--- config.mk ---
export PLATFORM = sky130hd
export DESIGN_NAME = spi_apb_slave_mc_flat
export DESIGN_NICKNAME = d
export VERILOG_FILES = /design/src/rtl/spi_apb_slave_mc_pkg.sv /design/src/rtl/spi_apb_slave_mc_if.sv /design/src/rtl/spi_apb_slave_mc_chan_regs.sv /design/src/rtl/spi_apb_slave_mc.sv /design/src/flat_wrapper.sv
export SDC_FILE = /design/constraint.sdc
export NUM_CORES = 1
export LEC_CHECK = 0
export ABC_AREA = 1
export CORE_AREA = 2 2 246 248
export CTS_BUF_LIST = sky130_fd_sc_hd__clkbuf_8
export CTS_CLUSTER_DIAMETER = 60
export DETAILED_ROUTE_END_ITERATION = 16
export DIE_AREA = 0 0 248 250
export GPL_TIMING_DRIVEN = 1
export MAX_ROUTING_LAYER = met4
export SETUP_SLACK_MARGIN = 0.02
export SYNTH_ARGS = -nofsm -noshare
export SYNTH_HDL_FRONTEND = slang
export SYNTH_SLANG_ARGS = --single-unit
--- constraint.sdc ---
create_clock -name pclk -period 4.5 [get_ports pclk]
set_input_delay 1.125 -clock pclk [delete_from_list [all_inputs] [get_ports pclk]]
set_output_delay 1.125 -clock pclk [all_outputs]
set_load 0.03 [all_outputs]
--- src/rtl/spi_apb_slave_mc_pkg.sv ---
// Shared definitions for the multi-channel SPI APB register front-end:
// register offsets, FSM states, access classification and strobe helper.
package spi_apb_slave_mc_pkg;

    // Word offsets (paddr[4:2]) inside one channel's register window
    localparam logic [2:0] OFF_CR    = 3'd0;
    localparam logic [2:0] OFF_BR    = 3'd1;
    localparam logic [2:0] OFF_INTER = 3'd2;
    localparam logic [2:0] OFF_SR    = 3'd3;
    localparam logic [2:0] OFF_RINTR = 3'd4;
    localparam logic [2:0] OFF_INTR  = 3'd5;
    localparam logic [2:0] OFF_TFIFO = 3'd6;
    localparam logic [2:0] OFF_RFIFO = 3'd7;

    typedef enum logic [1:0] {
        ST_IDLE  = 2'd0,
        ST_STALL = 2'd1,
        ST_RESP  = 2'd2
    } state_e;

    // What a decoded transfer will do once it is allowed to complete
    typedef enum logic [2:0] {
        ACC_REG_RW = 3'd0,
        ACC_REG_RO = 3'd1,
        ACC_W1C    = 3'd2,
        ACC_TFIFO  = 3'd3,
        ACC_RFIFO  = 3'd4,
        ACC_ERR    = 3'd5
    } access_e;

    // One strobe bit widened into its byte-lane mask
    function automatic logic [7:0] strb_expand_byte(input logic strb);
        return {8{strb}};
    endfunction

endpackage

--- src/rtl/spi_apb_slave_mc_if.sv ---
// APB4 completer-side bus bundle used by the SPI register front-end.
interface spi_apb_slave_mc_if #(
    parameter int AW = 8,
    parameter int DW = 32
);
    logic              psel;
    logic              penable;
    logic              pwrite;
    logic [AW-1:0]     paddr;
    logic [DW-1:0]     pwdata;
    logic [DW/8-1:0]   pstrb;
    logic [DW-1:0]     prdata;
    logic              pready;
    logic              pslverr;

    modport master (
        output psel, penable, pwrite, paddr, pwdata, pstrb,
        input  prdata, pready, pslverr
    );

    modport slave (
        input  psel, penable, pwrite, paddr, pwdata, pstrb,
        output prdata, pready, pslverr
    );
endinterface

--- src/rtl/spi_apb_slave_mc_chan_regs.sv ---
// One channel's CR/BR/INTER control registers with byte-masked write merge.
module spi_apb_chan_regs #(
    parameter int DW = 32
) (
    input  logic          pclk,
    input  logic          preset,
    input  logic [2:0]    wr_sel_i,   // one-hot: bit0 CR, bit1 BR, bit2 INTER
    input  logic [DW-1:0] wdata_i,
    input  logic [DW-1:0] wmask_i,
    output logic [DW-1:0] cr_o,
    output logic [DW-1:0] br_o,
    output logic [DW-1:0] inter_o
);

    logic [DW-1:0] cr_q, br_q, inter_q;
    logic [DW-1:0] cr_d, br_d, inter_d;

    // Next-state: only the selected register takes the strobed bytes
    always_comb begin
        cr_d    = cr_q;
        br_d    = br_q;
        inter_d = inter_q;
        if (wr_sel_i[0]) begin
            cr_d = (cr_q & ~wmask_i) | (wdata_i & wmask_i);
        end else begin
            cr_d = cr_q;
        end
        if (wr_sel_i[1]) begin
            br_d = (br_q & ~wmask_i) | (wdata_i & wmask_i);
        end else begin
            br_d = br_q;
        end
        if (wr_sel_i[2]) begin
            inter_d = (inter_q & ~wmask_i) | (wdata_i & wmask_i);
        end else begin
            inter_d = inter_q;
        end
    end

    // Register storage with synchronous reset
    always_ff @(posedge pclk) begin
        if (preset) begin
            cr_q    <= '0;
            br_q    <= '0;
            inter_q <= '0;
        end else begin
            cr_q    <= cr_d;
            br_q    <= br_d;
            inter_q <= inter_d;
        end
    end

    assign cr_o    = cr_q;
    assign br_o    = br_q;
    assign inter_o = inter_q;

endmodule

--- src/rtl/spi_apb_slave_mc.sv ---
// APB4 register front-end for N_CH SPI channels. One transfer at a time is
// decoded, optionally stalled on FIFO back-pressure, then answered with a
// single-cycle pready. All side effects are issued on the edge entering RESP.
module spi_apb_slave_mc
    import spi_apb_slave_mc_pkg::*;
#(
    parameter int DW       = 32,
    parameter int AW       = 8,
    parameter int N_CH     = 2,
    parameter int WAIT_MAX = 16
) (
    input  logic                 pclk,
    input  logic                 preset,
    spi_apb_slave_mc_if.slave    apb,
    output logic [N_CH*DW-1:0]   cr_o,
    output logic [N_CH*DW-1:0]   br_o,
    output logic [N_CH*DW-1:0]   inter_o,
    input  logic [N_CH*DW-1:0]   sr_i,
    input  logic [N_CH*DW-1:0]   rintr_i,
    input  logic [N_CH*DW-1:0]   intr_i,
    output logic [N_CH*DW-1:0]   rintr_clr_o,
    output logic [DW-1:0]        tfifo_wdata_o,
    output logic [N_CH-1:0]      tfifo_push_o,
    input  logic [N_CH-1:0]      tfifo_full_i,
    input  logic [N_CH*DW-1:0]   rfifo_rdata_i,
    output logic [N_CH-1:0]      rfifo_pop_o,
    input  logic [N_CH-1:0]      rfifo_empty_i
);

    localparam int CHW  = AW - 5;
    localparam int NB   = DW / 8;
    localparam int CNTW = $clog2(WAIT_MAX + 1);
    localparam logic [CHW:0]    N_CH_W   = (CHW+1)'(N_CH);
    localparam logic [CNTW-1:0] CNT_LAST = CNTW'(WAIT_MAX - 1);
    localparam logic [CNTW-1:0] CNT_ONE  = CNTW'(1);

    // Decode of the live bus
    logic [2:0]          off_s;
    logic [CHW-1:0]      ch_s;
    logic                setup_s;
    access_e             kind_s;
    logic [DW-1:0]       mask_s;

    // Channel-selected views (live channel in IDLE, latched channel after)
    logic [CHW-1:0]      sel_ch_s;
    logic [N_CH-1:0]     sel_oh_s;
    logic                full_sel_s;
    logic                empty_sel_s;
    logic [DW-1:0]       rfifo_data_sel_s;
    logic [DW-1:0]       cr_sel_s, br_sel_s, inter_sel_s;
    logic [DW-1:0]       sr_sel_s, rintr_sel_s, intr_sel_s;
    logic [DW-1:0]       rd_data_s;
    logic [N_CH*DW-1:0]  clr_val_s;
    logic [N_CH*3-1:0]   wr_sel_s;

    // FSM state and registered outputs
    state_e              state_q;
    logic [CNTW-1:0]     cnt_q;
    logic [CHW-1:0]      ch_q;
    access_e             kind_q;
    logic [DW-1:0]       wdata_q;
    logic [DW-1:0]       prdata_q;
    logic                pready_q;
    logic                pslverr_q;
    logic [N_CH-1:0]     push_q;
    logic [N_CH-1:0]     pop_q;
    logic [N_CH*DW-1:0]  clr_q;
    logic [DW-1:0]       tfifo_wdata_q;

    // Classify the transfer presented on the bus
    always_comb begin
        off_s   = apb.paddr[4:2];
        ch_s    = apb.paddr[AW-1:5];
        setup_s = apb.psel && !apb.penable;
        kind_s  = ACC_ERR;
        if ((apb.paddr[1:0] != 2'b00) || ({1'b0, ch_s} >= N_CH_W)) begin
            kind_s = ACC_ERR;
        end else begin
            case (off_s)
                OFF_CR, OFF_BR, OFF_INTER: kind_s = ACC_REG_RW;
                OFF_SR, OFF_INTR:          kind_s = apb.pwrite ? ACC_ERR : ACC_REG_RO;
                OFF_RINTR:                 kind_s = apb.pwrite ? ACC_W1C : ACC_REG_RO;
                OFF_TFIFO:                 kind_s = (apb.pwrite && (&apb.pstrb)) ? ACC_TFIFO : ACC_ERR;
                OFF_RFIFO:                 kind_s = apb.pwrite ? ACC_ERR : ACC_RFIFO;
                default:                   kind_s = ACC_ERR;
            endcase
        end
    end

    // Pick the addressed channel's signals and form the read data
    always_comb begin
        sel_ch_s         = (state_q == ST_IDLE) ? ch_s : ch_q;
        sel_oh_s         = '0;
        full_sel_s       = 1'b0;
        empty_sel_s      = 1'b0;
        rfifo_data_sel_s = '0;
        cr_sel_s         = '0;
        br_sel_s         = '0;
        inter_sel_s      = '0;
        sr_sel_s         = '0;
        rintr_sel_s      = '0;
        intr_sel_s       = '0;
        for (int c = 0; c < N_CH; c++) begin
            if (sel_ch_s == CHW'(c)) begin
                sel_oh_s[c]      = 1'b1;
                full_sel_s       = tfifo_full_i[c];
                empty_sel_s      = rfifo_empty_i[c];
                rfifo_data_sel_s = rfifo_rdata_i[c*DW +: DW];
                cr_sel_s         = cr_o[c*DW +: DW];
                br_sel_s         = br_o[c*DW +: DW];
                inter_sel_s      = inter_o[c*DW +: DW];
                sr_sel_s         = sr_i[c*DW +: DW];
                rintr_sel_s      = rintr_i[c*DW +: DW];
                intr_sel_s       = intr_i[c*DW +: DW];
            end else begin
                sel_oh_s[c] = 1'b0;
            end
        end
        case (off_s)
            OFF_CR:    rd_data_s = cr_sel_s;
            OFF_BR:    rd_data_s = br_sel_s;
            OFF_INTER: rd_data_s = inter_sel_s;
            OFF_SR:    rd_data_s = sr_sel_s;
            OFF_RINTR: rd_data_s = rintr_sel_s;
            OFF_INTR:  rd_data_s = intr_sel_s;
            default:   rd_data_s = '0;
        endcase
    end

    // Register write strobes, only on the setup cycle of a legal RW write
    always_comb begin
        wr_sel_s = '0;
        for (int c = 0; c < N_CH; c++) begin
            if ((state_q == ST_IDLE) && setup_s && apb.pwrite &&
                (kind_s == ACC_REG_RW) && sel_oh_s[c]) begin
                case (off_s)
                    OFF_CR:    wr_sel_s[c*3 +: 3] = 3'b001;
                    OFF_BR:    wr_sel_s[c*3 +: 3] = 3'b010;
                    OFF_INTER: wr_sel_s[c*3 +: 3] = 3'b100;
                    default:   wr_sel_s[c*3 +: 3] = 3'b000;
                endcase
            end else begin
                wr_sel_s[c*3 +: 3] = 3'b000;
            end
        end
    end

    genvar gb, gc;
    generate
        for (gb = 0; gb < NB; gb++) begin : g_mask
            assign mask_s[gb*8 +: 8] = strb_expand_byte(apb.pstrb[gb]);
        end
        for (gc = 0; gc < N_CH; gc++) begin : g_chan
            spi_apb_chan_regs #(.DW(DW)) u_regs (
                .pclk     (pclk),
                .preset   (preset),
                .wr_sel_i (wr_sel_s[gc*3 +: 3]),
                .wdata_i  (apb.pwdata),
                .wmask_i  (mask_s),
                .cr_o     (cr_o[gc*DW +: DW]),
                .br_o     (br_o[gc*DW +: DW]),
                .inter_o  (inter_o[gc*DW +: DW])
            );
            assign clr_val_s[gc*DW +: DW] = sel_oh_s[gc] ? (apb.pwdata & mask_s) : '0;
        end
    endgenerate

    // Transfer FSM: IDLE decode, STALL on FIFO back-pressure, one-cycle RESP
    always_ff @(posedge pclk) begin
        if (preset) begin
            state_q       <= ST_IDLE;
            cnt_q         <= '0;
            ch_q          <= '0;
            kind_q        <= ACC_ERR;
            wdata_q       <= '0;
            prdata_q      <= '0;
            pready_q      <= 1'b0;
            pslverr_q     <= 1'b0;
            push_q        <= '0;
            pop_q         <= '0;
            clr_q         <= '0;
            tfifo_wdata_q <= '0;
        end else begin
            pready_q <= 1'b0;
            push_q   <= '0;
            pop_q    <= '0;
            clr_q    <= '0;
            case (state_q)
                ST_IDLE: begin
                    cnt_q <= '0;
                    if (setup_s) begin
                        ch_q    <= ch_s;
                        kind_q  <= kind_s;
                        wdata_q <= apb.pwdata;
                        case (kind_s)
                            ACC_REG_RW, ACC_REG_RO: begin
                                state_q   <= ST_RESP;
                                pready_q  <= 1'b1;
                                pslverr_q <= 1'b0;
                                prdata_q  <= apb.pwrite ? '0 : rd_data_s;
                            end
                            ACC_W1C: begin
                                state_q   <= ST_RESP;
                                pready_q  <= 1'b1;
                                pslverr_q <= 1'b0;
                                prdata_q  <= '0;
                                clr_q     <= clr_val_s;
                            end
                            ACC_TFIFO: begin
                                if (!full_sel_s) begin
                                    state_q       <= ST_RESP;
                                    pready_q      <= 1'b1;
                                    pslverr_q     <= 1'b0;
                                    prdata_q      <= '0;
                                    push_q        <= sel_oh_s;
                                    tfifo_wdata_q <= apb.pwdata;
                                end else begin
                                    state_q <= ST_STALL;
                                end
                            end
                            ACC_RFIFO: begin
                                if (!empty_sel_s) begin
                                    state_q   <= ST_RESP;
                                    pready_q  <= 1'b1;
                                    pslverr_q <= 1'b0;
                                    prdata_q  <= rfifo_data_sel_s;
                                    pop_q     <= sel_oh_s;
                                end else begin
                                    state_q <= ST_STALL;
                                end
                            end
                            default: begin
                                state_q   <= ST_RESP;
                                pready_q  <= 1'b1;
                                pslverr_q <= 1'b1;
                                prdata_q  <= '0;
                            end
                        endcase
                    end else begin
                        state_q <= ST_IDLE;
                    end
                end
                ST_STALL: begin
                    if (!apb.psel) begin
                        // Requester abandoned the transfer: drop it silently
                        state_q <= ST_IDLE;
                        cnt_q   <= '0;
                    end else if ((kind_q == ACC_TFIFO) && !full_sel_s) begin
                        state_q       <= ST_RESP;
                        pready_q      <= 1'b1;
                        pslverr_q     <= 1'b0;
                        prdata_q      <= '0;
                        push_q        <= sel_oh_s;
                        tfifo_wdata_q <= wdata_q;
                        cnt_q         <= '0;
                    end else if ((kind_q == ACC_RFIFO) && !empty_sel_s) begin
                        state_q   <= ST_RESP;
                        pready_q  <= 1'b1;
                        pslverr_q <= 1'b0;
                        prdata_q  <= rfifo_data_sel_s;
                        pop_q     <= sel_oh_s;
                        cnt_q     <= '0;
                    end else if (cnt_q == CNT_LAST) begin
                        state_q   <= ST_RESP;
                        pready_q  <= 1'b1;
                        pslverr_q <= 1'b1;
                        prdata_q  <= '0;
                        cnt_q     <= '0;
                    end else begin
                        cnt_q <= cnt_q + CNT_ONE;
                    end
                end
                ST_RESP: begin
                    state_q <= ST_IDLE;
                    cnt_q   <= '0;
                end
                default: begin
                    state_q <= ST_IDLE;
                    cnt_q   <= '0;
                end
            endcase
        end
    end

    assign apb.prdata    = prdata_q;
    assign apb.pready    = pready_q;
    assign apb.pslverr   = pslverr_q;
    assign rintr_clr_o   = clr_q;
    assign tfifo_wdata_o = tfifo_wdata_q;
    assign tfifo_push_o  = push_q;
    assign rfifo_pop_o   = pop_q;

endmodule
--- src/flat_wrapper.sv ---
// flat-port wrapper written by rule: the top's interface ports become plain ports
module spi_apb_slave_mc_flat import spi_apb_slave_mc_pkg::*;
#(
    parameter int DW       = 32,
    parameter int AW       = 8,
    parameter int N_CH     = 2,
    parameter int WAIT_MAX = 16
)
  (pclk, preset, cr_o, br_o, inter_o, sr_i, rintr_i, intr_i, rintr_clr_o, tfifo_wdata_o, tfifo_push_o, tfifo_full_i, rfifo_rdata_i, rfifo_pop_o, rfifo_empty_i, apb_psel, apb_penable, apb_pwrite, apb_paddr, apb_pwdata, apb_pstrb, apb_prdata, apb_pready, apb_pslverr);
  spi_apb_slave_mc_if #(.AW(AW), .DW(DW)) apb_i ();
  input  logic pclk;
  input  logic preset;
  output logic [N_CH*DW-1:0] cr_o;
  output logic [N_CH*DW-1:0] br_o;
  output logic [N_CH*DW-1:0] inter_o;
  input  logic [N_CH*DW-1:0] sr_i;
  input  logic [N_CH*DW-1:0] rintr_i;
  input  logic [N_CH*DW-1:0] intr_i;
  output logic [N_CH*DW-1:0] rintr_clr_o;
  output logic [DW-1:0] tfifo_wdata_o;
  output logic [N_CH-1:0] tfifo_push_o;
  input  logic [N_CH-1:0] tfifo_full_i;
  input  logic [N_CH*DW-1:0] rfifo_rdata_i;
  output logic [N_CH-1:0] rfifo_pop_o;
  input  logic [N_CH-1:0] rfifo_empty_i;
  input wire logic [$bits(apb_i.psel)-1:0] apb_psel;
  input wire logic [$bits(apb_i.penable)-1:0] apb_penable;
  input wire logic [$bits(apb_i.pwrite)-1:0] apb_pwrite;
  input wire logic [$bits(apb_i.paddr)-1:0] apb_paddr;
  input wire logic [$bits(apb_i.pwdata)-1:0] apb_pwdata;
  input wire logic [$bits(apb_i.pstrb)-1:0] apb_pstrb;
  output wire logic [$bits(apb_i.prdata)-1:0] apb_prdata;
  output wire logic [$bits(apb_i.pready)-1:0] apb_pready;
  output wire logic [$bits(apb_i.pslverr)-1:0] apb_pslverr;
  assign apb_i.psel = apb_psel;
  assign apb_i.penable = apb_penable;
  assign apb_i.pwrite = apb_pwrite;
  assign apb_i.paddr = apb_paddr;
  assign apb_i.pwdata = apb_pwdata;
  assign apb_i.pstrb = apb_pstrb;
  assign apb_prdata = apb_i.prdata;
  assign apb_pready = apb_i.pready;
  assign apb_pslverr = apb_i.pslverr;
  spi_apb_slave_mc #(.DW(DW), .AW(AW), .N_CH(N_CH), .WAIT_MAX(WAIT_MAX)) u_core (.pclk(pclk), .preset(preset), .apb(apb_i), .cr_o(cr_o), .br_o(br_o), .inter_o(inter_o), .sr_i(sr_i), .rintr_i(rintr_i), .intr_i(intr_i), .rintr_clr_o(rintr_clr_o), .tfifo_wdata_o(tfifo_wdata_o), .tfifo_push_o(tfifo_push_o), .tfifo_full_i(tfifo_full_i), .rfifo_rdata_i(rfifo_rdata_i), .rfifo_pop_o(rfifo_pop_o), .rfifo_empty_i(rfifo_empty_i));
endmodule
## After elaboration in Yosys (flattened, before gate mapping)

Cells that the tools add are included.
W data, S select, Z words.

| operators by class | value |
|---|---|
| add/subtract/negate cells | 1 |
| reductions and logical operators | 30 |
| $lt $le $gt $ge | 1 |
| bitwise operators | 21 |
| multiplexer cells | 87 |
| equality and inequality tests | 25 |

Operators by type and width:

| kind | number |
|---|---|
| $mux W32 | 27 |
| $and A32 B32 Y32 | 7 |
| $or A32 B32 Y32 | 6 |
| $pmux W32 S6 | 1 |
| $pmux W32 S2 | 2 |
| $pmux W32 S3 | 1 |
| $mux W2 | 19 |
| $not A32 Y32 | 1 |
| $mux W1 | 21 |
| $eq A3 B3 Y1 const B | 6 |
| $mux W3 | 6 |
| $pmux W2 S2 | 4 |
| $eq A3 B2 Y1 const B | 5 |
| $pmux W3 S5 | 1 |
| $reduce_and A6 Y1 | 2 |
| $reduce_or A5 Y1 | 2 |
| $eq A3 B1 Y1 const B | 3 |
| $logic_and A1 B1 Y1 | 9 |
| $logic_not A3 Y1 | 3 |
| $pmux W3 S3 | 1 |
| $not A1 Y1 | 7 |
| $ne A2 B2 Y1 const B | 3 |
| $ne A3 B3 Y1 const B | 2 |
| $pmux W1 S2 | 3 |
| other kinds (17) | 23 |

| word-level totals | value |
|---|---|
| input bits | 309 |
| logic and storage cells | 184 |
| register bits | 371 |

## Longest topological paths before layout

| depth | value |
|---|---|
| word-level depth | 11 |
| gate-level depth with buffers | 17 |
| mapped depth without buffers | 16 |

## Modules after synthesis

Synthesis repeated with hierarchy kept, for this count alone.

| unflattened totals | value |
|---|---|
| cells, all modules | 3,576 |
| area total of the unflattened synthesis | 21,043.9 um2 |

Modules (own cells, without submodules):

| module | sequential area each (um2) | cells each | area each (um2) | instances |
|---|---|---|---|---|
| spi_apb_slave_mc | 3,583.4 | 2,192 | 12,510.7 | 1 |
| spi_apb_chan_regs | 1,921.8 | 692 | 4,266.6 | 2 |

## Least setup slack after synthesis

OpenSTA, ideal clock, no wires.

| path | value |
|---|---|
| kind | input port to flip-flop |
| start point | input port apb_pstrb[0] |
| end point | register with a tool-made name |
| setup time | 116 ps |
| stages | 10 |
| setup slack | 1,610 ps |
| arrival time | 2,774 ps |
| path through | buf_2 nand2_1 o21ai_1 nand3_1 nor3_4 buf_6 nand4_4 clkbuf_1 o21ai_0 nor2_1 |

RTL lines:

| item | line | source |
|---|---|---|
| start: declaration | flat_wrapper.sv:31 | `input wire logic [$bits(apb_i.pstrb)-1:0] apb_pstrb;` |

## Worst setup path after layout

| path | value |
|---|---|
| start point | input port apb_paddr[7] |
| end point | register u_core.prdata_q[4] (netlist: u_core.apb.prdata[4]) |

| between the ends | value |
|---|---|
| cells in the longest elaborated chain, start to end | 10 |

RTL lines:

| item | line | source |
|---|---|---|
| start: declaration | flat_wrapper.sv:29 | `input wire logic [$bits(apb_i.paddr)-1:0] apb_paddr;` |
| parallel branches: the longest is 10 deep, another holds $mux W32 | n/a |  |
| end signal: assignment | spi_apb_slave_mc.sv:200 | `prdata_q <= apb.pwrite ? '0 : rd_data_s;` |
| end signal: assignment | spi_apb_slave_mc.sv:226 | `prdata_q <= rfifo_data_sel_s;` |
| end signal: assignment | spi_apb_slave_mc.sv:260 | `prdata_q <= rfifo_data_sel_s;` |
| end: declaration | spi_apb_slave_mc.sv:62 | `logic [DW-1:0] prdata_q;` |

Parallel ways; which one is timed is not known. The select of a mux whose other input is x is not followed.
A chain may end at the register's enable or synchronous reset.

==> impl_metrics.json <==
{
  "power_leakage_uw": 0.0131,
  "grt_max_degree": 130,
  "period_share_pct": 76.0,
  "p_clk_share_pct": 43.2,
  "vias_per_cell": 4.88,
  "instances_no_fill": 4663,
  "synth_warnings": 0,
  "clockBufferDepth": 3,
  "crit_type": "primary input to flip-flop",
  "drc_errors": 0,
  "cts_resized": 0,
  "yosys.area.top_type": "dfxtp_1",
  "die_x_um": 248,
  "hpwl_um": 68600,
  "max_freq_mhz": 292,
  "wirelength_um": 93600,
  "layout.nets": 4142,
  "drive_above_1_share_pct": 5.29,
  "postRouteAntennaNets": 0,
  "worst_slew_pin_slew_ns": 1.12,
  "synth_edf_count": 0,
  "hold_path.class": "flip-flop to flip-flop",
  "peakVddDrop_mv": 0.296,
  "drtIter0Drc": 1949,
  "io_pins": 635,
  "p_int_uw": 5580,
  "synth_flop_cell": "dfxtp_1",
  "arrival_ns": 3.99,
  "cts_tree": "yes",
  "die_area_sq_mm": 0.0620,
  "async_reset_ff_share_pct": 0,
  "p_sw_uw": 2200,
  "cp-end-kind": "flip-flop",
  "initial_core_util_pct": 33.9,
  "drv_slew": 0,
  "p_per_area_mw_per_mm2": 272,
  "hold_ws_ns": 0.448,
  "cp.required_ns": 5.06,
  "synth_nets": 3603,
  "die_h_um": 250,
  "period_needed_ns": 3.42,
  "gp_congestion": 0.919,
  "cap_viol_max_count": 0,
  "p_sw_share_pct": 28.3,
  "hold_violations": 0,
  "cts_htree_levels": 3,
  "place_area_sq_mm": 0.0272,
  "yosys.area.top_type_share_pct": 36.8,
  "startpoint_type": "primary input",
  "dr_total_vias": 22772,
  "grt_pass1_vias": 20673,
  "clk_transition_reported_paths_ns": 0.06,
  "antenna_found_initial": 4,
  "ys_ff_latch": 371,
  "area.growth.synth_to_final_pct": 41.8,
  "synth_cell_types": 33,
  "dp_cells": 4541,
  "root_buffer": "clkbuf_8",
  "synthMostInstantiatedCell": "nand2_1",
  "postSynthAreaPerCell_sq_um": 6.13,
  "synthCells": 3292,
  "grt_pass1_wl_um": 135000,
  "wl_per_cell_um": 20.1,
  "synth_area_leaders": "dfxtp_1 37%, nand2_1 21%, nand3_1 7.7%, inv_1 7.4%, o21ai_0 5.4%",
  "crit_path_max_fanout": 33,
  "cts_buffers": 70,
  "place.port_buffers": 634,
  "pwr-share-comb_pct": 13.7,
  "grt_setup_unrepaired": "no",
  "post_cts_buffers": 0,
  "syn_area_sq_mm": 0.0202,
  "cts.sinks": 371,
  "rows": 90,
  "fin_skew_ns": 0.0307,
  "finalPower_uw": 7780,
  "fin_area_sq_mm": 0.0286,
  "ctsHoldBuffers": 0,
  "drt_pass1_iterations": 6,
  "grt_overflow_total": 0,
  "ys_top_cells_by_count": "1,135 x nand2_1, 399 x inv_1, 371 x dfxtp_1",
  "pwr-share-seq_pct": 43.1,
  "tns_ns": 0,
  "core_sq_mm": 0.0596,
  "slew_headroom_pct": 25.0,
  "seq_area_frac_synth_pct": 36.8,
  "status": "complete, no violations",
  "setup_viol": 0,
  "clock_latency_ns": 0.65,
  "grt_use_total_pct": 29.9
}
power by group through the flow:
stage / clock network (uW) / logic, uW / registers (uW)
after floorplan: 0 / 452 / 3450
after global placement: 0 / 1050 / 3420
after detailed placement: 0 / 1050 / 3420
after CTS: 3440 / 1060 / 3350
after global routing: 3580 / 1140 / 3350
final: 3360 / 1060 / 3350
logic make-up after synthesis:
group	share of synthesized area [%]
and+or+nand+nor	39.9
buffers and inverters	12.3
AOI/OAI and AO/OA	10.8
DFF	36.8
xor gates and xnor gates	0.0868
adders and majority gates	0.124
per-layer routing:
metal	vias to the layer above	GRT usage (%)	routed length [um]
li1	11382	-	-
met3	129	6.93	8770
met5	-	-	0
met1	10310	40.0	41300
met4	0	8.86	2550
met2	951	44.7	41000
placed cells by master, fill, tap and decap left out, types with 2 or more instances in the layout:
cell	instances
a21oi_1	109
o21ai_1	60
clkinv_2	8
nand2_4	3
diode_2	3
nor3b_1	8
nand4_1	4
inv_1	417
nor3_4	2
clkdlybuf4s50_1	633
buf_4	46
nand3_1	311
o21ai_0	218
bufinv_16	2
nor2_4	4
clkbuf_8	85
nor3_1	65
dfxtp_1	371
o22ai_1	7
clkinvlp_4	4
inv_2	4
ha_1	2
buf_12	11
a31oi_1	32
nand2_1	1130
nor2_1	268
nand4_4	20
nand2_2	3
nand3b_1	35
clkinv_8	2
nor2_2	4
layout make-up:
cell class,instances,area [sq um]
clock inverters,34,235
multi-input cells,2293,10300
fillers,6231,31000
diodes,3,7.51
flip-flops and latches,371,7430
repair buffers,690,6900
inverters,405,1530
clock buffers,85,1170
well taps,782,978
metrics by stage:
stage	utilization [%]	setup slack, ns
2_1_floorplan	-	1.61
3_3_place_gp	45.6	0.425
3_5_place_dp	45.6	0.404
4_1_cts	48.0	1.08
5_1_grt	48.0	0.888
6_report	48.0	1.08
worst paths after layout:
check / from / to / slack (ns) / cells after the start
max: apb_paddr[7] / u_core.apb.prdata[4] / 1.08 / 13
min: u_core.cnt_q[0] / u_core.cnt_q[0] / 0.45 / 1
max reg2reg: u_core.state_q[1] / u_core.apb.prdata[4] / 1.48 / 12
min reg2reg: u_core.cnt_q[0] / u_core.cnt_q[0] / 0.45 / 1
critical path, cell delays in order:
cell and delay, ns:
clkdlybuf4s50_1 0.41, nor2_1 0.25, nand2_1 0.14, nand2_4 0.13
nand2_4 0.12, inv_2 0.09, buf_4 0.38, buf_4 0.43
nand2_1 0.09, nand2_1 0.24, nor3b_1 0.34, a21oi_1 0.07
a21oi_1 0.14
Note: power is estimated with default switching activity, not from simulation.
